File: config.mk
export PLATFORM = sky130hd
export DESIGN_NAME = crc32_arbiter
export DESIGN_NICKNAME = d
export VERILOG_FILES = /design/src/rtl/crc_pkg.sv /design/src/rtl/crc32_04c11db7.sv /design/src/rtl/crc32_arbiter.sv
export SDC_FILE = /design/constraint.sdc
export NUM_CORES = 1
export LEC_CHECK = 0
export CAP_MARGIN = 10
export CORE_MARGIN = 4
export CORE_UTILIZATION = 40
export CTS_CLUSTER_DIAMETER = 80
export DETAILED_ROUTE_END_ITERATION = 8
export GPL_TIMING_DRIVEN = 0
export HOLD_SLACK_MARGIN = 0.12
export PLACE_DENSITY_LB_ADDON = 0.3
export SETUP_SLACK_MARGIN = 0.2
export SYNTH_ARGS = -nofsm -noshare
export SYNTH_HDL_FRONTEND = slang
export SYNTH_SLANG_ARGS = --single-unit
File: constraint.sdc
create_clock -name clk_i -period 3.4 [get_ports clk_i]
set_clock_uncertainty 0.1 [all_clocks]
set_input_delay 0.68 -clock clk_i [delete_from_list [all_inputs] [get_ports clk_i]]
set_output_delay 0.68 -clock clk_i [all_outputs]
set_load 0.02 [all_outputs]
File: src/rtl/crc_pkg.sv
// rtl/crc_pkg.sv - shared types, constants and helpers for the CRC-32 arbiter
package crc_pkg;

   typedef enum logic [1:0] {
      ST_IDLE = 2'd0,
      ST_RUN  = 2'd1,
      ST_DONE = 2'd2
   } crc_arb_state_e;

   localparam logic [31:0] CRC32_INIT   = 32'hFFFF_FFFF;
   localparam logic [31:0] CRC32_XOROUT = 32'hFFFF_FFFF;
   localparam logic [31:0] CRC32_POLY   = 32'h04C1_1DB7;
   localparam int          RR_MAX       = 16;

   function automatic logic [7:0] rev8(input logic [7:0] d);
      logic [7:0] r;
      for (int i = 0; i < 8; i++) r[i] = d[7-i];
      return r;
   endfunction

   function automatic logic [31:0] rev32(input logic [31:0] d);
      logic [31:0] r;
      for (int i = 0; i < 32; i++) r[i] = d[31-i];
      return r;
   endfunction

   // First set valid bit searching upward from ptr+1, wrapping modulo n.
   function automatic int rr_pick(input logic [RR_MAX-1:0] valid, input int ptr, input int n);
      int  pick;
      int  idx;
      bit  found;
      pick  = 0;
      found = 1'b0;
      for (int i = 1; i <= RR_MAX; i++) begin
         if (!found && i <= n) begin
            idx = (ptr + i) % n;
            if (valid[idx]) begin
               pick  = idx;
               found = 1'b1;
            end
         end
      end
      return pick;
   endfunction

endpackage

File: src/rtl/crc32_04c11db7.sv
// rtl/crc32_04c11db7.sv - one-byte MSB-first CRC-32 step, polynomial 0x04C11DB7
module crc32_04c11db7
   import crc_pkg::*;
(
   input  logic [7:0]  data_i,
   input  logic [31:0] crc_i,
   output logic [31:0] crc_o
);

   function automatic logic [31:0] step8(input logic [7:0] d, input logic [31:0] c_in);
      logic [31:0] c;
      c = c_in;
      for (int i = 7; i >= 0; i--) begin
         c = {c[30:0], 1'b0} ^ ((c[31] ^ d[i]) ? CRC32_POLY : 32'h0);
      end
      return c;
   endfunction

   assign crc_o = step8(data_i, crc_i);

endmodule

File: src/rtl/crc32_arbiter.sv
// rtl/crc32_arbiter.sv - round-robin, frame-locked sharing of one CRC-32 byte engine
module crc32_arbiter
   import crc_pkg::*;
#(
   parameter int          NUM_REQ = 4,
   parameter bit          REFIN   = 1'b1,
   parameter bit          REFOUT  = 1'b1,
   parameter logic [31:0] INIT    = CRC32_INIT,
   parameter logic [31:0] XOROUT  = CRC32_XOROUT,
   localparam int         IW      = $clog2(NUM_REQ)
) (
   input  logic                   clk_i,
   input  logic                   rst_n_i,
   input  logic [NUM_REQ-1:0]     req_valid_i,
   input  logic [8*NUM_REQ-1:0]   req_data_i,
   input  logic [NUM_REQ-1:0]     req_last_i,
   output logic [NUM_REQ-1:0]     req_ready_o,
   output logic                   res_valid_o,
   input  logic                   res_ready_i,
   output logic [31:0]            res_crc_o,
   output logic [IW-1:0]          res_id_o,
   output logic                   busy_o
);

   crc_arb_state_e r_state;
   logic [31:0]    r_crc;
   logic [IW-1:0]  r_gnt;
   logic [IW-1:0]  r_ptr;

   int             w_pick;
   logic [7:0]     w_byte;
   logic [7:0]     w_step_in;
   logic [31:0]    w_crc_next;
   logic           w_accept;
   logic           w_last;

   assign w_pick    = rr_pick(RR_MAX'(req_valid_i), int'(r_ptr), NUM_REQ);
   assign w_byte    = req_data_i[8*r_gnt +: 8];
   assign w_step_in = REFIN ? rev8(w_byte) : w_byte;
   assign w_last    = req_last_i[r_gnt];
   assign w_accept  = (r_state == ST_RUN) && req_valid_i[r_gnt];

   crc32_04c11db7 u_step (
      .data_i (w_step_in),
      .crc_i  (r_crc),
      .crc_o  (w_crc_next)
   );

   // Grant is locked from arbitration until the frame's last byte; ptr moves only then.
   always_ff @(posedge clk_i or negedge rst_n_i) begin
      if (!rst_n_i) begin
         r_state <= ST_IDLE;
         r_crc   <= INIT;
         r_ptr   <= IW'(NUM_REQ - 1);
         r_gnt   <= '0;
      end else begin
         case (r_state)
            ST_IDLE: begin
               if (|req_valid_i) begin
                  r_gnt   <= IW'(w_pick);
                  r_crc   <= INIT;
                  r_state <= ST_RUN;
               end
            end
            ST_RUN: begin
               if (w_accept) begin
                  r_crc <= w_crc_next;
                  if (w_last) begin
                     r_ptr   <= r_gnt;
                     r_state <= ST_DONE;
                  end
               end
            end
            ST_DONE: begin
               if (res_ready_i) r_state <= ST_IDLE;
            end
            default: r_state <= ST_IDLE;
         endcase
      end
   end

   always_comb begin
      req_ready_o = '0;
      if (r_state == ST_RUN) req_ready_o[r_gnt] = 1'b1;
   end

   assign res_valid_o = (r_state == ST_DONE);
   assign res_crc_o   = res_valid_o ? ((REFOUT ? rev32(r_crc) : r_crc) ^ XOROUT) : 32'h0;
   assign res_id_o    = res_valid_o ? r_gnt : '0;
   assign busy_o      = (r_state != ST_IDLE);

endmodule

# Word level (Yosys, flattened, before mapping)
# Cells that the tools add are included.
op_classes:
  add_sub_neg: 4
  order_cmp: 6
  eq_ne: 6
  shifts: 1
  n_mux: 49
  bitwise: 21
  n_reduce_logical: 14
op_table:
  columns: ["op", "n"]
  rows:
  - ["$xor 32x32->32", 8]
  - ["$mux 27", 8]
  - ["$mux 32", 3]
  - ["$pmux 32 s2", 1]
  - ["$not 32->32", 1]
  - ["$shiftx 32x6->8", 1]
  - ["$lt 3x6->1 const B", 4]
  - ["$mux 2", 12]
  - ["$mux 1", 16]
  - ["$bmux 1 s3", 4]
  - ["$reduce_or 2->1", 4]
  - ["$xor 1x1->1", 8]
  - ["$ne 2x2->1 const B", 3]
  - ["$pmux 2 s3", 1]
  - ["$reduce_and 3->1", 2]
  - ["$add 2x1->2 const B", 2]
  - ["$add 2x2->2 const B", 2]
  - ["$and 1x1->1 const A", 4]
  - ["$bmux 1 s2", 2]
  - ["$mux 4", 1]
  - ["$reduce_and 4->1", 1]
  - ["$reduce_bool 2->1", 2]
  - ["$reduce_or 4->1", 1]
  - ["$lt 2x3->1 const B", 1]
  - ["8 further kinds", 9]
totals:
  ff_bits: 38
  inputBits: 43
  output_inout_bits: 40

# Logic depth before layout (Yosys ltp)
logic_depth:
  ltp_word: 27
  ltp_mapped: 7
  ltp_nobuf: 6

# Hierarchy
# A second synthesis with hierarchy kept.
hier_totals:
  hier_cells: 312
  area_unflattened_um2: 3392.0
modules_own_cells:
  columns: ["mod", "n_inst", "cells_per_inst", "area_per_inst_um2", "seq_area_each_um2"]
  rows:
  - ["crc32_arbiter", 1, 249, 2411.1, 993.5]
  - ["crc32_04c11db7", 1, 63, 980.9, 0.0]

# Least setup slack after synthesis
# OpenSTA, ideal clock, no wires.
synth_timing:
  kind: "input to register"
  start: "input req_data_i[11]"
  end: "register r_crc[27]"
  t_arrival_ns: 2.209
  required_time_ns: 3.207
  slack_ns: 0.999
  path_stages: 6
  cell_sequence: "mux4_1 > xnor2_2 > xnor2_2 > xnor2_2 > xor2_1 > a21oi_1"
synth_between:
  elab_chain_len: 10
synth_lines:
  columns: ["item", "line_no", "text"]
  rows:
  - ["start: declaration", "crc32_arbiter.sv:15", "input logic [8*NUM_REQ-1:0] req_data_i,"]
  - ["$shiftx 32x6->8", "crc32_arbiter.sv:38", "assign w_byte = req_data_i[8*r_gnt +: 8];"]
  - ["$xor 1x1->1", "crc32_04c11db7.sv:14", "c = {c[30:0], 1'b0} ^ ((c[31] ^ d[i]) ? CRC32_POLY : 32'h0);"]
  - ["$mux 27", "crc32_04c11db7.sv:14", null]
  - ["$xor 32x32->32 (5 in series)", "crc32_04c11db7.sv:14", null]
  - ["$mux 32", "crc32_arbiter.sv:66", "if (w_accept) begin"]
  - ["$pmux 32 s2", "crc32_arbiter.sv:57", "case (r_state)"]
  - ["end signal: assignment", "crc32_arbiter.sv:67", "r_crc <= w_crc_next;"]
  - ["end: declaration", "crc32_arbiter.sv:26", "logic [31:0] r_crc;"]
# No other way between the ends. The select of a mux whose other input is x is not followed.
# A chain may end at the register's enable or synchronous reset.

# Worst setup path after layout
layout_timing:
  start: "register r_state[1]"
  end: "output res_crc_o[26]"
layout_between:
  elab_chain_len: 2
layout_lines:
  columns: ["item", "line_no", "text"]
  rows:
  - ["start: declaration", "crc32_arbiter.sv:25", "crc_arb_state_e r_state;"]
  - ["start signal: assignment", "crc32_arbiter.sv:52", "r_state <= ST_IDLE;"]
  - ["start signal: assignment", "crc32_arbiter.sv:62", "r_state <= ST_RUN;"]
  - ["start signal: assignment", "crc32_arbiter.sv:70", "r_state <= ST_DONE;"]
  - ["$eq 2x2->1", "crc32_arbiter.sv:87", "assign res_valid_o = (r_state == ST_DONE);"]
  - ["$mux 32", "crc32_arbiter.sv:88", "assign res_crc_o = res_valid_o ? ((REFOUT ? rev32(r_crc) : r_crc) ^ XOROUT) : 32'h0;"]
  - ["end: declaration", "crc32_arbiter.sv:20", "output logic [31:0] res_crc_o,"]
# No other way between the ends.

==> metrics.txt <==
Ports 83; worst setup margin 0.447 ns; worst skew pair latency roughly 0.3 ns; Post-CTS Setup Inserts 0; hold buffers post-CTS 0; initial antenna violation count 0; total grt overflow 0; Max Slew Vio Count 0; area share of the largest cell type after synthesis 32.1%; Tcrit/Tclk final just under 90%; Worst Setup End Kind primary output; commonest non-fill, non-tap cells in the layout clkdlybuf4s50_1, nor2_1, dfstp_2, a21oi_1, xnor2_1; final setup violating endpoints 0; H-tree lvl count 2; Std-Cell Rows 30; Iter 0 DRT Violations 71; CP required 2.62 ns; synth top area cells dfstp_2, xnor2_1, xnor2_4; WP data arrival 2.17 ns; vias 2228; CTS Buffer Depth 2; ratio of cells with drive above 1 in the final layout 18.9%; die area 0.00836 sq mm; final hold vios 0; post-layout minimum cycle time 2.95 ns; routed length per instance between 15 and 20 um; die height 91.4 um; Overall Global Routing Usage 17.4%; CTS clk-pin slew, worst paths approximately 0.080 ns; fmax 0.339 GHz; dpl cell area around 0.0037 sq mm; DR pass1 iterations 4; crit path max fanout 10; Synth Net Count between 300 and 400; CP Class reg2out; initial core utilization 41.0%; first-pass GRT wire length 11.6 mm; synthesized area 0.00279 sq mm; HP Class in2async; outcome completed; post-DR vias/cell around 5; pre-CTS setup slack 0.322 ns; internal reg-to-reg setup slack 0.78 ns; Cells after Synth 269; Crit. Startpoint r_state[1]; CTS Buf Count 5; Slew @ Worst Pin 0.821 ns; final net count between 400 and 500; n_diodes 0; total clock sinks 38; syn avg cell area 10.4 sq um; startpoint types flop; Antenna Nets Post-Route 0; commonest non-fill, non-tap cell in the layout clkdlybuf4s50_1; register area share after synthesis 35.7%; worst reg2reg path startpoint r_gnt[0]; IO Port Bufs 82; Synth Warn # 0; DRC errors left 0; post-synthesis register bit count 38; unrepaired setup endpoints after global routing false; pin count of the biggest net entering global routing 39; Area growth syn-to-layout 36.7%; core area ~0.0068 sq mm; gpl congestion just under 0.9; Total Routed Length slightly above 7 mm; largest area contributor in the netlist dfstp_2; vias in the first global route 2328; Die X 91.4 um; Max-Cap Viols 0; Post-CTS Resized 0; post-synthesis cell type count 31; Max-slew headroom 45.2%; Post-Route Setup TNS 0 ns; root buf cell clkbuf_8; CTS tree done; Util after Layout 56.0%; final standard cell area without fillers 0.00381 sq mm; hpwl dp 5.54 mm
-- final cells by class --
type / instances / area (sq um)
Fill cell: 621 / 2990
Tap cell: 96 / 120
Multi-Input combinational cell: 210 / 1700
Clock buffer: 7 / 76.3
Inverter: 4 / 15.0
Timing Repair Buffer: 82 / 816
Clock inverter: 1 / 7.51
Sequential cell: 38 / 993
Buffer: 17 / 73.8
-- registers in the layout, summed over array words and instances, names as in the netlist --
signal and cells:
r_gnt 2, r_crc 32, r_ptr 2, r_state 2
-- cell families (layout without fill, tap and decap cells) --
logic type                count (synthesis)  count (layout)  synth area share [%]
AOI/OAI and AO/OA                        45              45                  8.49
buffers and inverters                    21             111                  3.14
and+or+nand+nor                          82              82                  13.3
muxes                                    11              11                  8.72
xor gates and xnor gates                 72              72                  30.7
DFF                                      38              38                  35.7
-- metal layers --
metal  global-route usage (%)  up-vias  routed length [um]
met5                        0        -                   0
met4                     4.77        0                 110
met3                     4.39       10                 423
met2                     29.3       72                3450
met1                     22.0     1040                3060
li1                         -     1106                   -
-- final timing paths --
kind | endpoint | depth (start not counted)
max in group asynchronous | r_state[1] | 1
max | res_crc_o[26] | 5
max reg2reg | r_crc[14] | 7
min in group clk_i | r_ptr[0] | 2
min | r_gnt[0] | 1
min reg2reg | r_ptr[0] | 2
-- per-stage QoR --
| step | hold slack (ns) | instances |
|---|---|---|
| 2_1_floorplan | 0.284 | 269 |
| 3_3_place_gp | 0.386 | 447 |
| 3_5_place_dp | 0.411 | 447 |
| 4_1_cts | 0.400 | 455 |
| 5_1_grt | 0.444 | 455 |
| 6_report | 0.373 | 455 |
-- critical path: stages, from the launching register on --
cell and delay [ns]:
dfrtp_1 0.39, nand2b_1 0.07, clkbuf_1 0.38, clkbuf_1 0.41
nor2_1 0.08, clkdlybuf4s50_1 0.55
-- synth_stat cells --
| cell | count |
|---|---|
| nor3_1 | 32 |
| nand2b_1 | 1 |
| inv_1 | 4 |
| and2_1 | 1 |
| dfstp_2 | 34 |
| nand2_1 | 5 |
| dfrtp_1 | 4 |
| o21ai_0 | 7 |
| o22ai_1 | 1 |
| mux2i_1 | 1 |
| buf_6 | 1 |
| nor2_1 | 37 |
| a21oi_1 | 33 |
| mux4_2 | 8 |
| nor4_1 | 1 |
| or2_2 | 1 |
| mux4_1 | 2 |
| buf_1 | 2 |
| buf_2 | 1 |
| xnor2_4 | 10 |
| a2bb2oi_1 | 1 |
| xnor2_2 | 5 |
| and3_1 | 2 |
| xnor2_1 | 33 |
| a31oi_1 | 1 |
| xor2_1 | 24 |
| a21o_1 | 1 |
| clkbuf_1 | 13 |
| nor3b_1 | 1 |
| o211ai_1 | 1 |
| nor2b_1 | 1 |
Power is not shown: default switching activity piles up to over one toggle a cycle in this logic, so the estimate is an artifact.
